File: src/rtl/issue_scoreboard_staller.sv
// In-order issue staller for a multi-slot bundle: per-register load countdowns
// block consumers, and a done mask lets a bundle drain across several cycles.
module issue_scoreboard_staller #(
  parameter int ISSUE_W  = 2,
  parameter int REG_AW   = 3,
  parameter int LOAD_LAT = 2
) (
  input  logic                            clock,
  input  logic                            reset,
  input  logic                            flush,
  input  logic [ISSUE_W-1:0]              bundle_valid,
  input  logic [ISSUE_W*(REG_AW+1)-1:0]   src1,
  input  logic [ISSUE_W*(REG_AW+1)-1:0]   src2,
  input  logic [ISSUE_W*REG_AW-1:0]       dest,
  input  logic [ISSUE_W-1:0]              dest_we,
  input  logic [ISSUE_W-1:0]              is_load,
  output logic [ISSUE_W-1:0]              issue_valid,
  output logic                            enable,
  output logic [(1<<REG_AW)-1:0]          busy_map,
  output logic [15:0]                     stall_count
);
  localparam int NREGS = 1 << REG_AW;
  localparam int SW = REG_AW + 1;
  localparam logic [2:0] LAT = 3'(LOAD_LAT);

  logic [2:0]         cnt     [NREGS];
  logic [2:0]         cnt_nxt [NREGS];
  logic [ISSUE_W-1:0] done;
  logic [ISSUE_W-1:0] pending;
  logic [ISSUE_W-1:0] iv_raw;

  // Walk slots oldest-first; once a pending slot fails, no younger slot may issue.
  always_comb begin : issue_logic
    logic ok, haz, u1, u2;
    logic [REG_AW-1:0] r1, r2, d, dk;
    pending = bundle_valid & ~done;
    iv_raw  = '0;
    ok  = 1'b1;
    haz = 1'b0;
    u1  = 1'b0;
    u2  = 1'b0;
    r1  = '0;
    r2  = '0;
    d   = '0;
    dk  = '0;
    for (int i = 0; i < ISSUE_W; i++) begin
      u1  = src1[i*SW+REG_AW];
      r1  = src1[i*SW +: REG_AW];
      u2  = src2[i*SW+REG_AW];
      r2  = src2[i*SW +: REG_AW];
      d   = dest[i*REG_AW +: REG_AW];
      haz = (u1 && cnt[r1] != 3'd0) || (u2 && cnt[r2] != 3'd0) ||
            (dest_we[i] && cnt[d] != 3'd0);
      for (int k = 0; k < i; k++) begin
        dk = dest[k*REG_AW +: REG_AW];
        if (iv_raw[k] && dest_we[k] &&
            ((u1 && dk == r1) || (u2 && dk == r2) || (dest_we[i] && dk == d)))
          haz = 1'b1;
      end
      iv_raw[i] = pending[i] & ~haz & ok;
      if (pending[i] && !iv_raw[i]) ok = 1'b0;
    end
  end

  assign issue_valid = flush ? '0 : iv_raw;
  assign enable      = flush | ~|(pending & ~iv_raw);

  // Countdowns tick every cycle, even under flush: their loads are already in flight.
  always_comb begin
    for (int r = 0; r < NREGS; r++)
      cnt_nxt[r] = (cnt[r] != 3'd0) ? cnt[r] - 3'd1 : 3'd0;
    for (int i = 0; i < ISSUE_W; i++)
      if (issue_valid[i] && is_load[i] && dest_we[i])
        cnt_nxt[dest[i*REG_AW +: REG_AW]] = LAT;
  end

  always_comb begin
    for (int r = 0; r < NREGS; r++)
      busy_map[r] = (cnt[r] != 3'd0);
  end

  always_ff @(posedge clock or negedge reset) begin
    if (!reset) begin
      done        <= '0;
      stall_count <= 16'd0;
      for (int r = 0; r < NREGS; r++) cnt[r] <= 3'd0;
    end else begin
      done <= enable ? '0 : (done | issue_valid);
      for (int r = 0; r < NREGS; r++) cnt[r] <= cnt_nxt[r];
      if (|pending && !enable && !flush && stall_count != 16'hFFFF)
        stall_count <= stall_count + 16'd1;
    end
  end

endmodule

File: config.mk
export PLATFORM = sky130hd
export DESIGN_NAME = issue_scoreboard_staller
export DESIGN_NICKNAME = d
export VERILOG_FILES = /design/src/rtl/issue_scoreboard_staller.sv
export SDC_FILE = /design/constraint.sdc
export NUM_CORES = 1
export LEC_CHECK = 0
export CAP_MARGIN = 20
export CORE_MARGIN = 2
export CORE_UTILIZATION = 50
export DETAILED_ROUTE_END_ITERATION = 6
export GPL_ROUTABILITY_DRIVEN = 0
export GPL_TIMING_DRIVEN = 0
export PLACE_DENSITY = 0.78
export SLEW_MARGIN = 20
export SYNTH_ARGS = -nofsm -noshare
export SYNTH_HDL_FRONTEND = slang
export SYNTH_SLANG_ARGS = --single-unit
File: constraint.sdc
create_clock -name clock -period 6.9 [get_ports clock]
set_clock_uncertainty 0.15 [all_clocks]
set_input_delay 1.38 -clock clock [delete_from_list [all_inputs] [get_ports clock]]
set_output_delay 1.38 -clock clock [all_outputs]
set_load 0.02 [all_outputs]
Word level (Yosys, flattened, before mapping)
Index checks and enable logic that the tools add are counted.

storage, ports and cells
  register bits after elaboration = 42
  input port bits = 31

cells by class
  add/sub/neg operators = 9
  $lt $le $gt $ge = 8
  equality and inequality tests = 4
  mux-type cells = 36
  bitwise operators = 23
  reduce and logical (&&, ||, !) cells = 47

operator list
  operator                                                                      count
  3-bit two-way mux                                                             22
  3-bit binary-select mux with 3-bit select                                     6
  24-bit two-way mux                                                            2
  3-bit nonzero test                                                            14
  16-bit bitwise AND                                                            2
  16-bit NOT                                                                    2
  4-bit >= comparator, second input constant                                    6
  3-bit NOT with 4-bit output                                                   6
  3-bit by 1-bit subtractor with 3-bit output, second input constant            8
  1-bit logical AND                                                             21
  3-bit demux with 3-bit select                                                 2
  16-bit by 1-bit adder with 16-bit output, second input constant               1
  16-bit inequality test, second input constant                                 1
  8-bit OR                                                                      2
  3-bit == test                                                                 3
  4-bit by 1-bit less-than comparator with 1-bit output, second input constant  2
  1-bit logical OR                                                              6
  2-bit bitwise AND                                                             2
  1-bit logical NOT                                                             4
  2-bit two-way mux                                                             2
  2-bit NOT                                                                     2
  2-bit OR reduction                                                            2
  1-bit bitwise AND                                                             3
  1-bit two-way mux                                                             2
  other kinds (3)                                                               4

Logic depth before layout (Yosys ltp)
  word-level depth = 25
  depth in mapped cells = 10
  depth with buffers taken out = 9

Worst setup path before layout
No wires, ideal clock.

  path kind = input port to output port
  start = input dest[4]
  end = output enable
  arrival = 2.943 ns
  required time = 5.370 ns
  setup slack = 2.427 ns
  stages on the path = 6
  buffers on the path = 1
  cell sequence = clkbuf_1 -> mux2i_1 -> nor3_1 -> o41a_1 -> o41ai_2 -> a21o_1

on the way
  cells in the longest elaborated chain, start to end = 16

RTL lines
  element                                               RTL line  source
  from (decl)                                           14        input logic [ISSUE_W*REG_AW-1:0] dest,
  3-bit NOT with 4-bit output (implied by the code)     53        (dest_we[i] && cnt[d] != 3'd0);
  3-bit binary-select mux with 3-bit select             53
  3-bit two-way mux (implied by the code) (2 in a row)  53
  3-bit nonzero test                                    53
  1-bit logical AND                                     53
  1-bit logical OR                                      52        haz = (u1 && cnt[r1] != 3'd0) || (u2 && cnt[r2] != 3'd0) ||
  1-bit two-way mux (*)                                 56        if (iv_raw[k] && dest_we[k] &&
  1-bit NOT (*)                                         60        iv_raw[i] = pending[i] & ~haz & ok;
  1-bit bitwise AND (*) (2 in a row)                    60
  2-bit NOT (*)                                         66        assign enable = flush | ~|(pending & ~iv_raw);
  2-bit bitwise AND (*)                                 66
  2-bit OR reduction (*)                                66
  1-bit logical NOT (*)                                 66
  1-bit OR (*)                                          66
  to (decl)                                             18        output logic enable,

Every way passes the cells marked *; elsewhere a longest branch is shown, timed or not. The select of a mux whose other input is x is not followed.

Worst setup path after layout
Ends and elaborated chain as after synthesis.

==> key figures <==
Status
  • Status: finished, final reports clean

STA
  • Final setup margin: 1.10 ns
  • Slew headroom: 38.1%
  • Slew at the pin closest to its max-slew limit: 0.921 ns
  • Tmin final: between 5 and 6 ns
  • Fin crit share: a little over four fifths
  • FMAX: around 0.17 GHz
  • Setup violators final: 0
  • Number of failing hold endpoints at the final stage: 0
  • Setup TNS: 0 ns
  • Fin. max-slew vios: 0
  • RSZ-0062 raised after global routing: no

CTS
  • Clk sinks: 42
  • H-Tree Depth: 2
  • Hold buffer count at CTS: 0
  • CTS buffer count: 5
  • Clk Latency, worst-skew pair: ~0.3 ns
  • Clock root buffer: clkbuf_8
  • CTS max path bufs: 2
  • Clock-pin transition on the worst setup and hold timing paths: around 0.08 ns
  • Post-CTS setup buffer count: 0
  • CTS tree: yes
  • # resized after CTS: 0

Finish
  • Fin util: about two thirds
  • Final nets: a little over 400
  • Fin area: approximately 0.0036 mm²
  • Fill cell count: about 460
  • Layout cells sized above 1: 10.9%
  • Area Growth Syn to Fin: 25.5%
  • Ant diodes: 0

Floorplanning
  • Die Span Y: roughly 80 µm
  • Die Wd: slightly below 80 µm
  • Initial Utilization: around half
  • IO Pins: 58
  • FP Rows: 27
  • Core Region: around 0.0055 mm²
  • Die ar.: approximately 0.0063 mm²

Route
  • Via Count: 2412
  • Pre-antenna DRT Iters: 4
  • Routed WL: roughly 6400 µm
  • Vias per cell: approximately 5.6
  • Drt drc: 0
  • Initial drt markers: about 160
  • Post-route ant nets: 0
  • Avg WL per Cell: between 10 and 15 µm

GRT
  • Number of global-route vias before repair: 2208
  • Total gr overflow: 0
  • First-pass GRT wire length: between 10000 and 15000 µm
  • Largest net degree at the start of global routing: 32
  • GRT Total Usage: between 20% and 30%
  • Initial antenna violation count: 0

Synth
  • Avg Inst Size Synth: roughly 9.5 µm²
  • Post-synth EDFFs: 0
  • Syn. warnings: 0
  • Sequential area share after synthesis: 37.1%
  • Syn Inst Count: between 200 and 300
  • Cell variety after synth: 62
  • Flops & latches, synth: 42
  • Syn Std Cell Area: 0.00283 mm²
  • Synth Net Count: roughly 340
  • Top_reg_cell synth: dfrtp_1
  • Ys async rst share: 100%

Power and ir drop
  • Clock network power share: approximately a fifth
  • Sequential power share: roughly 37%
  • Net load switching power: between 300 and 400 µW
  • Sw Share: a little under two fifths
  • Comb pwr share: a little over two fifths
  • Internal power: approximately 530 µW
  • P per Cell Area: around 240 mW/mm²
  • P_leak: between 1.5 and 2 nW
  • Max VDD drop: around 0.00017 V

Place
  • DP HPWL: between 4000 and 5000 µm
  • Post-Place Worst Slack: 1.16 ns
  • Placed Area: approximately 0.0035 mm²
  • IO buf count: 52

Hold path
  • Hold Crit Class: reg -> reg

Flow run
  • MaxCap Viol Count: 0

Worst setup path
  • WP data arrival: approximately 4.3 ns
  • CP required: approximately 5.4 ns
  • Maximum fanout along the worst path: 10
  • WS Path Type: in -> out
  • CP Launch Type: primary input
  • Crit. End Element: output pin
power by group through the flow:
stage	Clock, mW	Sequential [mW]	Combinational, mW
final	0.170	0.313	0.355
after global routing	0.188	0.318	0.388
after floorplan	0	0.328	0.205
after detailed placement	0	0.318	0.353
after CTS	0.175	0.313	0.356
after global placement	0	0.317	0.348
cell type report:
cell class | instances | area, µm² | area share [%]
timing repair buffer | 53 | 536 | 15.1
clock buffer | 7 | 86.3 | 2.43
multi-input combinational | 215 | 1620 | 45.5
sequential | 42 | 1050 | 29.6
tap | 72 | 90.1 | 2.54
inverter | 32 | 120 | 3.38
clock inverter | 1 | 8.76 | 0.247
buffer | 9 | 43.8 | 1.23
per-layer routing:
layer	GRT usage [%]	vias to the layer above	part of all wire, %
met2	35.8	57	49
met5	0	-	0
li1	-	1179	-
met3	4.09	7	4.9
met4	6.38	0	1.2
met1	28.9	1169	45
synth_stat cells, types with 2 or more instances:
cell	number	area share [%]
a2111oi_0	3	0.93
a211oi_1	3	0.80
a31oi_1	2	0.44
and2_1	5	1.1
and3_1	6	1.3
buf_2	2	0.35
clkbuf_1	6	0.80
dfrtp_1	42	37
ha_1	15	6.6
inv_1	31	4.1
mux2_2	2	0.80
mux2i_1	6	2.1
mux4_2	4	3.2
nand2_1	24	3.2
nand3_1	11	1.9
nand3_2	2	0.71
nand3b_1	4	1.1
nand4_1	8	1.8
nand4b_1	2	0.62
nor2_1	19	2.5
nor2b_1	2	0.44
nor3_1	12	2.1
nor3_2	2	0.71
nor3b_1	7	1.9
nor4_1	4	0.88
o211ai_1	4	1.1
o21ai_0	3	0.53
o32a_1	2	0.71
o32ai_1	3	0.93
or2_2	5	1.1
or3_1	3	0.66
or3_4	2	0.80
xnor2_1	23	7.1
flip-flops by register name, summed over array words and instances, names as in the netlist:
signal,flops
cnt,24
done,2
stall_count,16
worst max-delay path: stages:
cell and delay [ns]:
clkdlybuf4s50_1 0.50, clkbuf_1 0.35, mux2i_1 0.25, nor3_1 0.06, o41a_1 0.51, o41ai_2 0.38, a21o_1 0.22, clkdlybuf4s50_1 0.61
final timing paths:
path | from | depth (start not counted) | end | slack, ns
max | dest[4] | 8 | enable | 1.10
min | cnt[3]$_DFF_PN0_ | 1 | cnt[3]$_DFF_PN0_ | 0.34
max reg2reg | cnt[5]$_DFF_PN0_ | 8 | cnt[7]$_DFF_PN0_ | 3.53
min reg2reg | cnt[3]$_DFF_PN0_ | 1 | cnt[3]$_DFF_PN0_ | 0.34
max in group asynchronous | reset | 2 | cnt[20]$_DFF_PN0_ | 5.35
min in group asynchronous | reset | 1 | stall_count[1]$_DFFE_PN0P_ | 0.80
cells by family (layout without fill, tap and decap cells):
| group | Yosys count | count (layout) | share of synthesized area [%] |
|---|---|---|---|
| simple gates | 125 | 125 | 25.4 |
| flops | 42 | 42 | 37.1 |
| buf+inv | 41 | 102 | 5.79 |
| compound gates | 39 | 39 | 11.5 |
| xor+xnor | 24 | 24 | 7.43 |
| fa+ha+maj | 15 | 15 | 6.63 |
| mux | 12 | 12 | 6.10 |
through the flow:
step                hold slack [ns]  total power [mW]  cells
floorplan                     0.299             0.533    298
global placement              0.318             0.665    422
detailed placement            0.325             0.671    423
CTS                           0.342             0.844    431
global route                  0.359             0.894    431
finish                        0.340             0.838    431
cell usage in the layout (no fill, tap or decap), drive strengths merged, types with 3 or more instances in the layout:
cell,instances
a2111oi,3
a211oi,3
and2,5
and3,7
buf,5
clkbuf,13
clkdlybuf4s50,51
dfrtp,42
ha,15
inv,33
mux2i,6
mux4,4
nand2,24
nand3,13
nand3b,4
nand4,8
nor2,19
nor3,14
nor3b,8
nor4,5
o211ai,4
o21ai,4
o32ai,3
or2,5
or3,5
xnor2,23
Power figures use the tool's default switching activity.
